**config.mk**
```make
export PLATFORM = sky130hd
export DESIGN_NAME = rr_stream_mux
export DESIGN_NICKNAME = d
export VERILOG_FILES = /design/src/rtl/rr_stream_mux.sv
export SDC_FILE = /design/constraint.sdc
export NUM_CORES = 1
export LEC_CHECK = 0
export ABC_AREA = 0
export ABC_CLOCK_PERIOD_IN_PS = 3400
export CAP_MARGIN = 30
export CORE_MARGIN = 10
export CORE_UTILIZATION = 40
export CTS_CLUSTER_DIAMETER = 100
export DETAILED_ROUTE_END_ITERATION = 6
export PLACE_DENSITY = 0.85
export SLEW_MARGIN = 30
export SYNTH_ARGS = -nofsm -noshare
export SYNTH_HDL_FRONTEND = slang
export SYNTH_SLANG_ARGS = --single-unit
```
**constraint.sdc**
```tcl
create_clock -name clk -period 3.4 [get_ports clk]
set_input_delay 1.02 -clock clk [delete_from_list [all_inputs] [get_ports clk]]
set_output_delay 1.02 -clock clk [all_outputs]
set_load 0.1 [all_outputs]
```
**src/rtl/rr_stream_mux.sv**
```systemverilog
// rr_stream_mux: N-channel, W-bit valid/ready stream multiplexer with a fair
// round-robin arbiter and a single registered output stage (no skid buffer).
// Optional feature macro: MUX_PKT_LOCK_EN. When defined, it adds the in_last
// and out_last ports and a packet-lock FSM that keeps the grant on one channel
// until that channel's end-of-packet beat has been transferred.
module rr_stream_mux #(
  parameter  int N  = 4,
  parameter  int W  = 8,
  localparam int GW = $clog2(N)
) (
  input  logic           clk,
  input  logic           rst,
  input  logic [N*W-1:0] in_data,
  input  logic [N-1:0]   in_valid,
  output logic [N-1:0]   in_ready,
  output logic [W-1:0]   out_data,
  output logic           out_valid,
  input  logic           out_ready,
  output logic [GW-1:0]  out_grant
`ifdef MUX_PKT_LOCK_EN
  ,
  input  logic [N-1:0]   in_last,
  output logic           out_last
`endif
);

  localparam int unsigned NU = N;

  logic [GW-1:0] ptr;
  logic          load_en;
  logic          found;
  logic [GW-1:0] g;
  logic [GW-1:0] g_inc;
  logic          xfer;
  logic [N-1:0]  eligible;
  logic          pkt_end;
  int unsigned   idx;
  logic [GW-1:0] gi;

  // Output register may load when empty or being drained; reset blocks all grants.
  always_comb begin
    load_en = (!out_valid || out_ready) && !rst;
  end

  // Round-robin scan starting at ptr, wrapping modulo N, over eligible channels.
  always_comb begin
    found = 1'b0;
    g     = '0;
    idx   = 0;
    gi    = '0;
    for (int unsigned k = 0; k < NU; k++) begin
      idx = 32'(ptr) + k;
      if (idx >= NU) idx = idx - NU;
      gi = GW'(idx);
      if (!found && in_valid[gi] && eligible[gi]) begin
        found = 1'b1;
        g     = gi;
      end
    end
  end

  // Handshake decode and next pointer value after the winner.
  always_comb begin
    xfer     = load_en && found;
    in_ready = '0;
    if (xfer) in_ready[g] = 1'b1;
    g_inc = (32'(g) == NU - 1) ? '0 : g + 1'b1;
  end

`ifdef MUX_PKT_LOCK_EN
  typedef enum logic {IDLE, LOCKED} state_t;

  state_t        state, state_nxt;
  logic [GW-1:0] lock_ch, lock_ch_nxt;

  // Packet-lock state register.
  always_ff @(posedge clk or posedge rst) begin
    if (rst) begin
      state   <= IDLE;
      lock_ch <= '0;
    end else begin
      state   <= state_nxt;
      lock_ch <= lock_ch_nxt;
    end
  end

  // Lock on a non-final beat, release when the final beat transfers.
  always_comb begin
    state_nxt   = state;
    lock_ch_nxt = lock_ch;
    if (xfer) begin
      if (in_last[g]) begin
        state_nxt = IDLE;
      end else begin
        state_nxt   = LOCKED;
        lock_ch_nxt = g;
      end
    end
  end

  // While locked only the owning channel may compete; pointer moves on packet end.
  always_comb begin
    eligible = '1;
    if (state == LOCKED) begin
      eligible          = '0;
      eligible[lock_ch] = 1'b1;
    end
    pkt_end = in_last[g];
  end

  // Registered end-of-packet flag travelling with the beat.
  always_ff @(posedge clk or posedge rst) begin
    if (rst) begin
      out_last <= 1'b0;
    end else if (xfer) begin
      out_last <= in_last[g];
    end
  end
`else
  // Without packet lock every beat is arbitrated on its own.
  always_comb begin
    eligible = '1;
    pkt_end  = 1'b1;
  end
`endif

  // Output register and round-robin pointer.
  always_ff @(posedge clk or posedge rst) begin
    if (rst) begin
      out_data  <= '0;
      out_valid <= 1'b0;
      out_grant <= '0;
      ptr       <= '0;
    end else if (load_en) begin
      if (found) begin
        out_data  <= in_data[g*W +: W];
        out_valid <= 1'b1;
        out_grant <= g;
        if (pkt_end) ptr <= g_inc;
      end else begin
        out_valid <= 1'b0;
      end
    end
  end

endmodule
```
==> Word level (Yosys, flattened, before mapping) <==
Index checks and enable logic that the tools add are counted.
{ "op_classes": {"add_sub_neg": 8, "n_lt_le_gt_ge": 10, "eq_ne": 1, "n_shift": 1, "n_mux": 33, "reduce_logical": 17} }
{ "op_table": {"columns": ["operator", "n"], "rows": [
  ["indexed part select 32 x 6 -> 8 bit", 1],
  ["2-to-1 mux 2 bit", 9],
  ["binary-select mux 1 bit (select 2 bit)", 8],
  ["< comparator 2 x 3 -> 1 bit, second input constant", 5],
  ["2-to-1 mux 1 bit", 14],
  ["logical AND 1 bit", 10],
  [">= comparator 3 bit, second input constant", 3],
  ["subtractor 2 x 1 -> 2 bit, second input constant", 4],
  ["adder 2 x 2 -> 3 bit, second input constant", 2],
  ["zero test 1 bit", 5],
  ["2-to-1 mux 4 bit", 1],
  ["adder 2 x 1 -> 3 bit, second input constant", 1],
  [">= comparator 2 x 3 -> 1 bit, second input constant", 1],
  ["adder 2 x 1 -> 2 bit, second input constant", 1],
  ["demux 1 bit (select 2 bit)", 1],
  ["== test 2 bit, second input constant", 1],
  [">= comparator 2 x 1 -> 1 bit, second input constant", 1],
  ["AND reduction 2 bit", 1],
  ["logical OR 1 bit", 1]
]} }
{ "totals": {"reg_bits": 13, "input_bits": 39, "out_inout_bits": 15, "word_cells": 74} }

==> Depth between registers and ports, before layout <==
Gate-level depths: netlist (run 1).
{ "depth": {"ltp_word": 23, "mapped_depth": 7, "mapped_depth_nobuf": 5} }

==> Worst setup path after synthesis (run 1) <==
OpenSTA, ideal clock, no wires.
{ "synth_timing": {"path_type": "input to output", "from": "input port out_ready", "to": "output port in_ready[1]", "arrival_ps": 3150, "required_ps": 2380, "path_slack_ps": -770, "stages": 4, "path_buffers": 0, "path_cell_list": "nor2b_1 -> nor3_1 -> nand2_1 -> nor2_1"} }
{ "synth_via": {"elab_chain_cells": 4} }
{ "synth_lines": {"columns": ["item", "line", "rtl"], "rows": [
  ["from (decl)", "18", "input logic out_ready,"],
  ["logical OR 1 bit", "42", "load_en = (!out_valid || out_ready) && !rst;"],
  ["logical AND 1 bit", "42", null],
  ["logical AND 1 bit", "64", "xfer = load_en && found;"],
  ["2-to-1 mux 4 bit", "66", "if (xfer) in_ready[g] = 1'b1;"],
  ["to (decl)", "15", "output logic [N-1:0] in_ready,"]
]} }
No other way between the ends.

==> Final worst setup path (run 1) <==
{ "layout_timing": {"from": "input port rst", "to": "output port in_ready[0]"} }
{ "layout_via": {"elab_chain_cells": 4} }
{ "layout_lines": {"columns": ["item", "line", "rtl"], "rows": [
  ["from (decl)", "12", "input logic rst,"],
  ["zero test 1 bit (no source line)", null, null],
  ["logical AND 1 bit", "42", null],
  ["logical AND 1 bit", "64", null],
  ["2-to-1 mux 4 bit", "66", null]
]} }
No other way between the ends.

==> results of run 1 <==
[area by class of cell]
| class | count | area [um^2] | share of cell area [%] |
|---|---|---|---|
| repair buffers | 71 | 666 | 39.6 |
| flip-flops and latches | 13 | 325 | 19.4 |
| well taps | 28 | 35.0 | 2.09 |
| multi-input cells | 72 | 612 | 36.4 |
| inverters | 4 | 15.0 | 0.894 |
| clock buffers | 4 | 26.3 | 1.56 |
[per-stage QoR]
step	worst slack, ns	area (um^2)
final	0.0613	1680
after global routing	-0.00293	1680
after CTS	0.00150	1680
after detailed placement	-0.267	1590
after global placement	-0.205	1590
after floorplan	0.0175	951
[critical path, delay by kind of cell]
kind / cells / cell delay (ns)
AND/OR/NAND/NOR: 3 / 0.45
buffers and inverters: 3 / 0.84
[routing by layer]
| metal | vias up | GRT usage, % | wire (um) |
|---|---|---|---|
| met5 | - | 0 | 0 |
| met4 | 0 | 9.49 | 117 |
| met3 | 14 | 4.96 | 312 |
| met2 | 48 | 27.9 | 1740 |
| met1 | 496 | 17.0 | 1380 |
| li1 | 499 | - | - |
[Yosys cell counts, drive strengths merged]
cell type | number | area (um^2)
a2111oi | 8 | 120
a211oi | 8 | 60.1
a21boi | 10 | 75.1
a21o | 1 | 7.51
a21oi | 2 | 10.0
and2 | 1 | 8.76
buf | 4 | 32.5
dfrtp | 13 | 325
inv | 4 | 15.0
mux2 | 1 | 11.3
mux2i | 8 | 80.1
nand2 | 8 | 35.0
nor2 | 13 | 48.8
nor2b | 1 | 6.26
nor3 | 1 | 5.00
nor4 | 1 | 6.26
o21ai | 4 | 20.0
o22a | 1 | 8.76
o22ai | 1 | 6.26
o32a | 1 | 10.0
or3 | 1 | 7.51
xnor2 | 1 | 8.76
[where the power goes]
| part | internal, mW | total [mW] | switching (mW) |
|---|---|---|---|
| logic | 0.248 | 0.823 | 0.575 |
| clock network | 0.0457 | 0.101 | 0.0554 |
| registers | 0.207 | 0.247 | 0.0392 |
| total | 0.501 | 1.17 | 0.669 |
[registers in the layout (all words and copies together), names as in the netlist]
signal and flops:
out_valid 1, out_data 8, out_grant 2, ptr 2
[cell usage in the layout, fill, tap and decap left out, types with 2 or more instances in the layout]
cell type | synthesis | routed
a2111oi_2 | 8 | 8
a211oi_1 | 8 | 8
a21boi_0 | 9 | 9
buf_12 | 0 | 4
buf_4 | 0 | 29
clkbuf_2 | 0 | 2
clkbuf_4 | 0 | 3
clkdlybuf4s50_1 | 0 | 34
dfrtp_1 | 13 | 13
dlygate4sd2_1 | 0 | 2
inv_1 | 4 | 4
mux2i_1 | 8 | 8
nand2_1 | 6 | 4
nand2_2 | 2 | 2
nand2_4 | 0 | 2
nor2_1 | 13 | 9
nor2_4 | 0 | 4
o21ai_0 | 4 | 4
[timing repair]
item	CTS	global route
buffers inserted	4	1
pin swaps	7	2
endpoints found under the setup margin	4	3
resized for setup	11	4
[worst max-delay path by stage]
stage          slack, ns  depth (start not counted)          end
6_report            0.06                          6  in_ready[0]
5_1_grt           -0.003                          6  in_ready[0]
4_1_cts            0.002                          8  in_ready[0]
3_5_place_dp       -0.27                          6  in_ready[0]
3_3_place_gp       -0.21                          7  in_ready[2]
2_1_floorplan       0.02                          6  in_ready[1]
[cell families (layout without fill, tap and decap cells)]
group | Yosys count | after routing | share of synthesized area (%)
XOR/XNOR | 1 | 1 | 0.964
flip-flops | 13 | 13 | 35.8
AO/OA/AOI/OAI | 36 | 36 | 35.0
buffers and inverters | 8 | 79 | 5.23
multiplexers | 9 | 9 | 10.1
AND/OR/NAND/NOR | 26 | 26 | 12.9
==> reports/metrics.cfg, run 1 <==
[power_and_ir_drop]
power_mw=1.17
p_per_area_nw_per_um2=697
power_leakage_nw=0.699
max-vdd-ir-drop_mv=0.634

[worst_setup_path]
arrival_ns=2.32
rr_startpoint=out_valid
max_stage_delay_ns=0.48
path_cells=clkdlybuf4s50_1 -> nor3_2 -> buf_4 -> nand2_2 -> nor2_4 -> buf_12
crit_required_ns=2.38
crit_start=rst
rr_endpoint=out_data[2]
crit_fanout=5
start_kind=input pin
cp-end-kind=output port
r2r_slack_ns=1.38
cpMaxStageDelayCell=clkdlybuf4s50_1
reg2reg_depth=4
path_class=in -> out

[logic_synthesis]
syn_area_um2=908
synthDistinctLibCells=25
synth-warning-count=0
synth_cells=93
postSynthAreaPerCell_um2=9.77
syn-num-nets=132
ys_ff_latch=13
seq_area_frac_synth_pct=35.8

[drt]
wl_um=3550
ant_nets=0
drtIter0Drc=43
drc=0
vias=1057
wl_per_cell_um=18.5
dr.pass1.iters=4
viasPerCell=5.51

[clock_network]
cts-root-buf=clkbuf_4
clk_latency_ns=0.29
cts_tree=built
cts_sinks=13
h-tree-depth=1
clk_path_buf_depth=2
path_clk_slew_ns=0.08
cts_made_buffers=3
postCtsHoldBufs=0

[timing]
fmax_ghz=0.300
clock_skew_ns=0.00183
finalCriticalPeriod_ns=3.34
drv_slew=0
slew_headroom_pct=58.2
whs_ns=0.482
setup_viol=0
worst_slew_pin_slew_ns=0.625
period_share_pct=98.2
tns_ns=0
hold_viol=0

[global_routing]
antenna_found_initial=0
grt_max_degree=14
grt_pass1_wl_um=5620
overflow=0
grt_pass1_vias=1164
track_usage_pct=16.2

[placement]
dp_cells=183
gp_congestion=0.828
port_buffers=53
dp_hpwl_um=2710

[floorplanning]
ios=54
core_um2=2190
die_area_um2=4580
rows=17
die_y_um=67.7
initial_core_util_pct=41.5
die_w_um=67.7

[layout]
fin_cells=192
area_delta_synth_final_pct=84.8
num-fill-cells=143
fin_util_pct=76.6
drive_gt1_share_pct=37.8
finalNetCount=204
diodes=0

[min_path]
holdPathEnd=out_grant[0]
hp-class=reg -> reg
min_path_cells=2
hp-start=out_grant[0]

[run]
drv_cap=0

[status]
status=complete, no violations

No activity file was read; power rests on OpenSTA's default activity.
==> run 2, diff against run 1 <==
--- a/config.mk
+++ b/config.mk
@@ -11,6 +11,7 @@
 export CORE_MARGIN = 10
-export CORE_UTILIZATION = 40
+export CORE_UTILIZATION = 55
 export CTS_CLUSTER_DIAMETER = 100
 export DETAILED_ROUTE_END_ITERATION = 6
-export PLACE_DENSITY = 0.85
+export DONT_BUFFER_PORTS = 1
+export PLACE_DENSITY = 0.7
 export SLEW_MARGIN = 30
==> constraint.sdc (replaced) <==
create_clock -name clk -period 3.4 [get_ports clk]
set_input_delay 0.34 -clock clk [delete_from_list [all_inputs] [get_ports clk]]
set_output_delay 0.34 -clock clk [all_outputs]
set_load 0.1 [all_outputs]
==> run 2 against run 1 <==
Net effect: register-to-register slack improved by 0.02 ns; utilization is 11 points lower; combinational power down 65%; wire length is 29% lower; total power decreased by 18%; sequential share of layout area rose by 13 points; first-iteration DRC count fell by 23%; flip-flop and latch count is the same; clock skew grew 0.00079 ns; global-route usage down 1.7 points; non-clock buffer count is 64 lower; count of clock-buffer cells in the layout unchanged.
==> reports/metrics.cfg, run 2 (synthesis gave the netlist of run 1 again) <==
[status]
status=complete, no violations  ; unchanged

[power_and_ir_drop]
max-vdd-ir-drop_mv=0.576  ; was 0.634 mV
power_frac_seq_pct=59.3  ; was 21.1%
combPwrFrac_pct=30.1  ; was 70.3%
power.switching_mw=0.610  ; was 0.669 mW
clockPowerShare_pct=10.6  ; was 8.6%
p_per_area_nw_per_um2=945  ; was 697 nW/um^2
internal_power_mw=0.351  ; was 0.501 mW
power_mw=0.961  ; was 1.17 mW
power_leakage_nw=0.401  ; was 0.699 nW
power_switching_share_pct=63.5  ; was 57.2%

[worst_setup_path]
start_kind=register  ; was input pin
crit_required_ns=3.06  ; was 2.38 ns
rr_endpoint=out_data[5]  ; was out_data[2]
r2r_slack_ns=1.40  ; was 1.38 ns
arrival_ns=2.12  ; was 2.32 ns
path_class=reg -> out  ; was in -> out
rr_startpoint=out_valid  ; unchanged
crit_fanout=10  ; was 5
cp-endpoint=in_ready[1]  ; was in_ready[0]
crit_start=ptr[1]  ; was rst
reg2reg_depth=4  ; unchanged
cp-end-kind=output port  ; unchanged

[placement]
dp_hpwl_um=1980  ; was 2710 um
port_buffers=0  ; was 53
gp_congestion=0.705  ; was 0.828

[clock_network]
postCtsHoldBufs=1  ; was 0
post_cts_buffers=0  ; was 4
cts-root-buf=clkbuf_4  ; unchanged
clk_latency_ns=0.28  ; was 0.29 ns
clk_path_buf_depth=2  ; unchanged
cts_made_buffers=3  ; unchanged
cts_sinks=13  ; unchanged
path_clk_slew_ns=0.08  ; about the same
cts_tree=built  ; unchanged
h-tree-depth=1  ; unchanged
cts_resized=0  ; was 11

[floorplanning]
die_w_um=60.6  ; was 67.7 um
die_area_um2=3680  ; was 4580 um^2
initial_core_util_pct=58.9  ; was 41.5%
die_y_um=60.6  ; was 67.7 um
core_um2=1540  ; was 2190 um^2
ios=54  ; unchanged
rows=14  ; was 17

[timing]
fmax_ghz=0.407  ; was 0.300 GHz
worst_slew_pin_slew_ns=0.915  ; was 0.625 ns
drv_slew=0  ; unchanged
finalCriticalPeriod_ns=2.46  ; was 3.34 ns
clock_skew_ns=0.00262  ; was 0.00183 ns
hold_viol=0  ; unchanged
period_share_pct=72.3  ; was 98.2%
slew_headroom_pct=39.0  ; was 58.2%
setup_viol=0  ; unchanged
tns_ns=0  ; unchanged
rsz0062_at_grt=false

[layout]
largest_reg_flops=8  ; unchanged
top_register=out_data  ; unchanged
diodes=0  ; unchanged
fin_util_pct=66.0  ; was 76.6%
area_delta_synth_final_pct=12.0  ; was 84.8%
final_common_cell=dfrtp_1  ; was clkdlybuf4s50_1
largestRegisters=out_data x8, out_grant x2, ptr x2  ; unchanged
regArea_um2=325  ; unchanged
multi_input_area_um2=551  ; was 612 um^2
num-fill-cells=142  ; was 143
layout_common_cells=dfrtp_1 (13), nor2_1 (9), a21boi_0 (9)  ; was clkdlybuf4s50_1 (34), buf_4 (29), dfrtp_1 (13)
drive_gt1_share_pct=27.0  ; was 37.8%
finalNetCount=140  ; was 204

[global_routing]
track_usage_pct=14.5  ; was 16.2%
grt_pass1_vias=841  ; was 1164
antenna_found_initial=0  ; unchanged
overflow=0  ; unchanged
grt_pass1_wl_um=4110  ; was 5620 um
grt_max_degree=16  ; was 14

[min_path]
hp-class=in -> reg  ; was reg -> reg
hp-start=rst  ; was out_grant[0]

[run]
drv_cap=0  ; unchanged

[drt]
dr.pass1.iters=4  ; unchanged
ant_nets=0  ; unchanged
wl_per_cell_um=21.8  ; was 18.5 um
drc=0  ; unchanged
wl_um=2530  ; was 3550 um
viasPerCell=6.49  ; was 5.51
drtIter0Drc=33  ; was 43
vias=753  ; was 1057

-- run 2: power by group through the flow --
stage / sequential, mW / clock (mW) / combinational (mW)
final: 0.570 / 0.102 / 0.289
after global routing: 0.579 / 0.113 / 0.321
after CTS: 0.573 / 0.104 / 0.291
after detailed placement: 0.576 / 0 / 0.291
after global placement: 0.576 / 0 / 0.283
after floorplan: 0.569 / 0 / 0.236
-- run 2: worst max-delay path, cell delays in order, from the launching register on --
cell	delay [ns]
dfrtp_1	0.46
a21boi_1	0.15
o32a_1	0.37
and2_4	0.32
nand2_1	0.15
nor2_2	0.20
buf_12	0.19
-- run 2: cell type report --
cell class              instances  share of cell area (%)
multi-input cells              72                    54.1
flip-flops and latches         13                    32.0
inverters                       4                    1.48
clock buffers                   4                    2.58
repair buffers                  7                    7.87
well taps                      16                    1.97
-- run 2: worst min-delay path by stage --
stage / end / slack (ns) / cells past startpoint
global placement: out_valid / 0.29 / 1
floorplan: out_data[0] / 0.22 / 1
detailed placement: out_valid / 0.29 / 1
global route: out_valid / 0.15 / 1
CTS: out_valid / 0.17 / 1
finish: out_valid / 0.17 / 1
-- run 2: stage by stage --
step / cell area [um^2] / hold WS [ns] / instances / setup slack, ns
after floorplan: 908 / 0.217 / 93 / -0.0499
after global placement: 976 / 0.286 / 111 / 1.01
after detailed placement: 981 / 0.287 / 111 / 1.25
after CTS: 1020 / 0.170 / 116 / 0.934
after global routing: 1020 / 0.150 / 116 / 0.765
final: 1020 / 0.168 / 116 / 0.943
-- run 2: metal layers --
layer | GRT usage (%) | vias up | routed length (um)
li1 | - | 368 | -
met1 | 16.2 | 347 | 976
met2 | 22.0 | 36 | 1170
met3 | 10.4 | 2 | 372
met4 | 3.13 | 0 | 11
met5 | 0 | - | 0
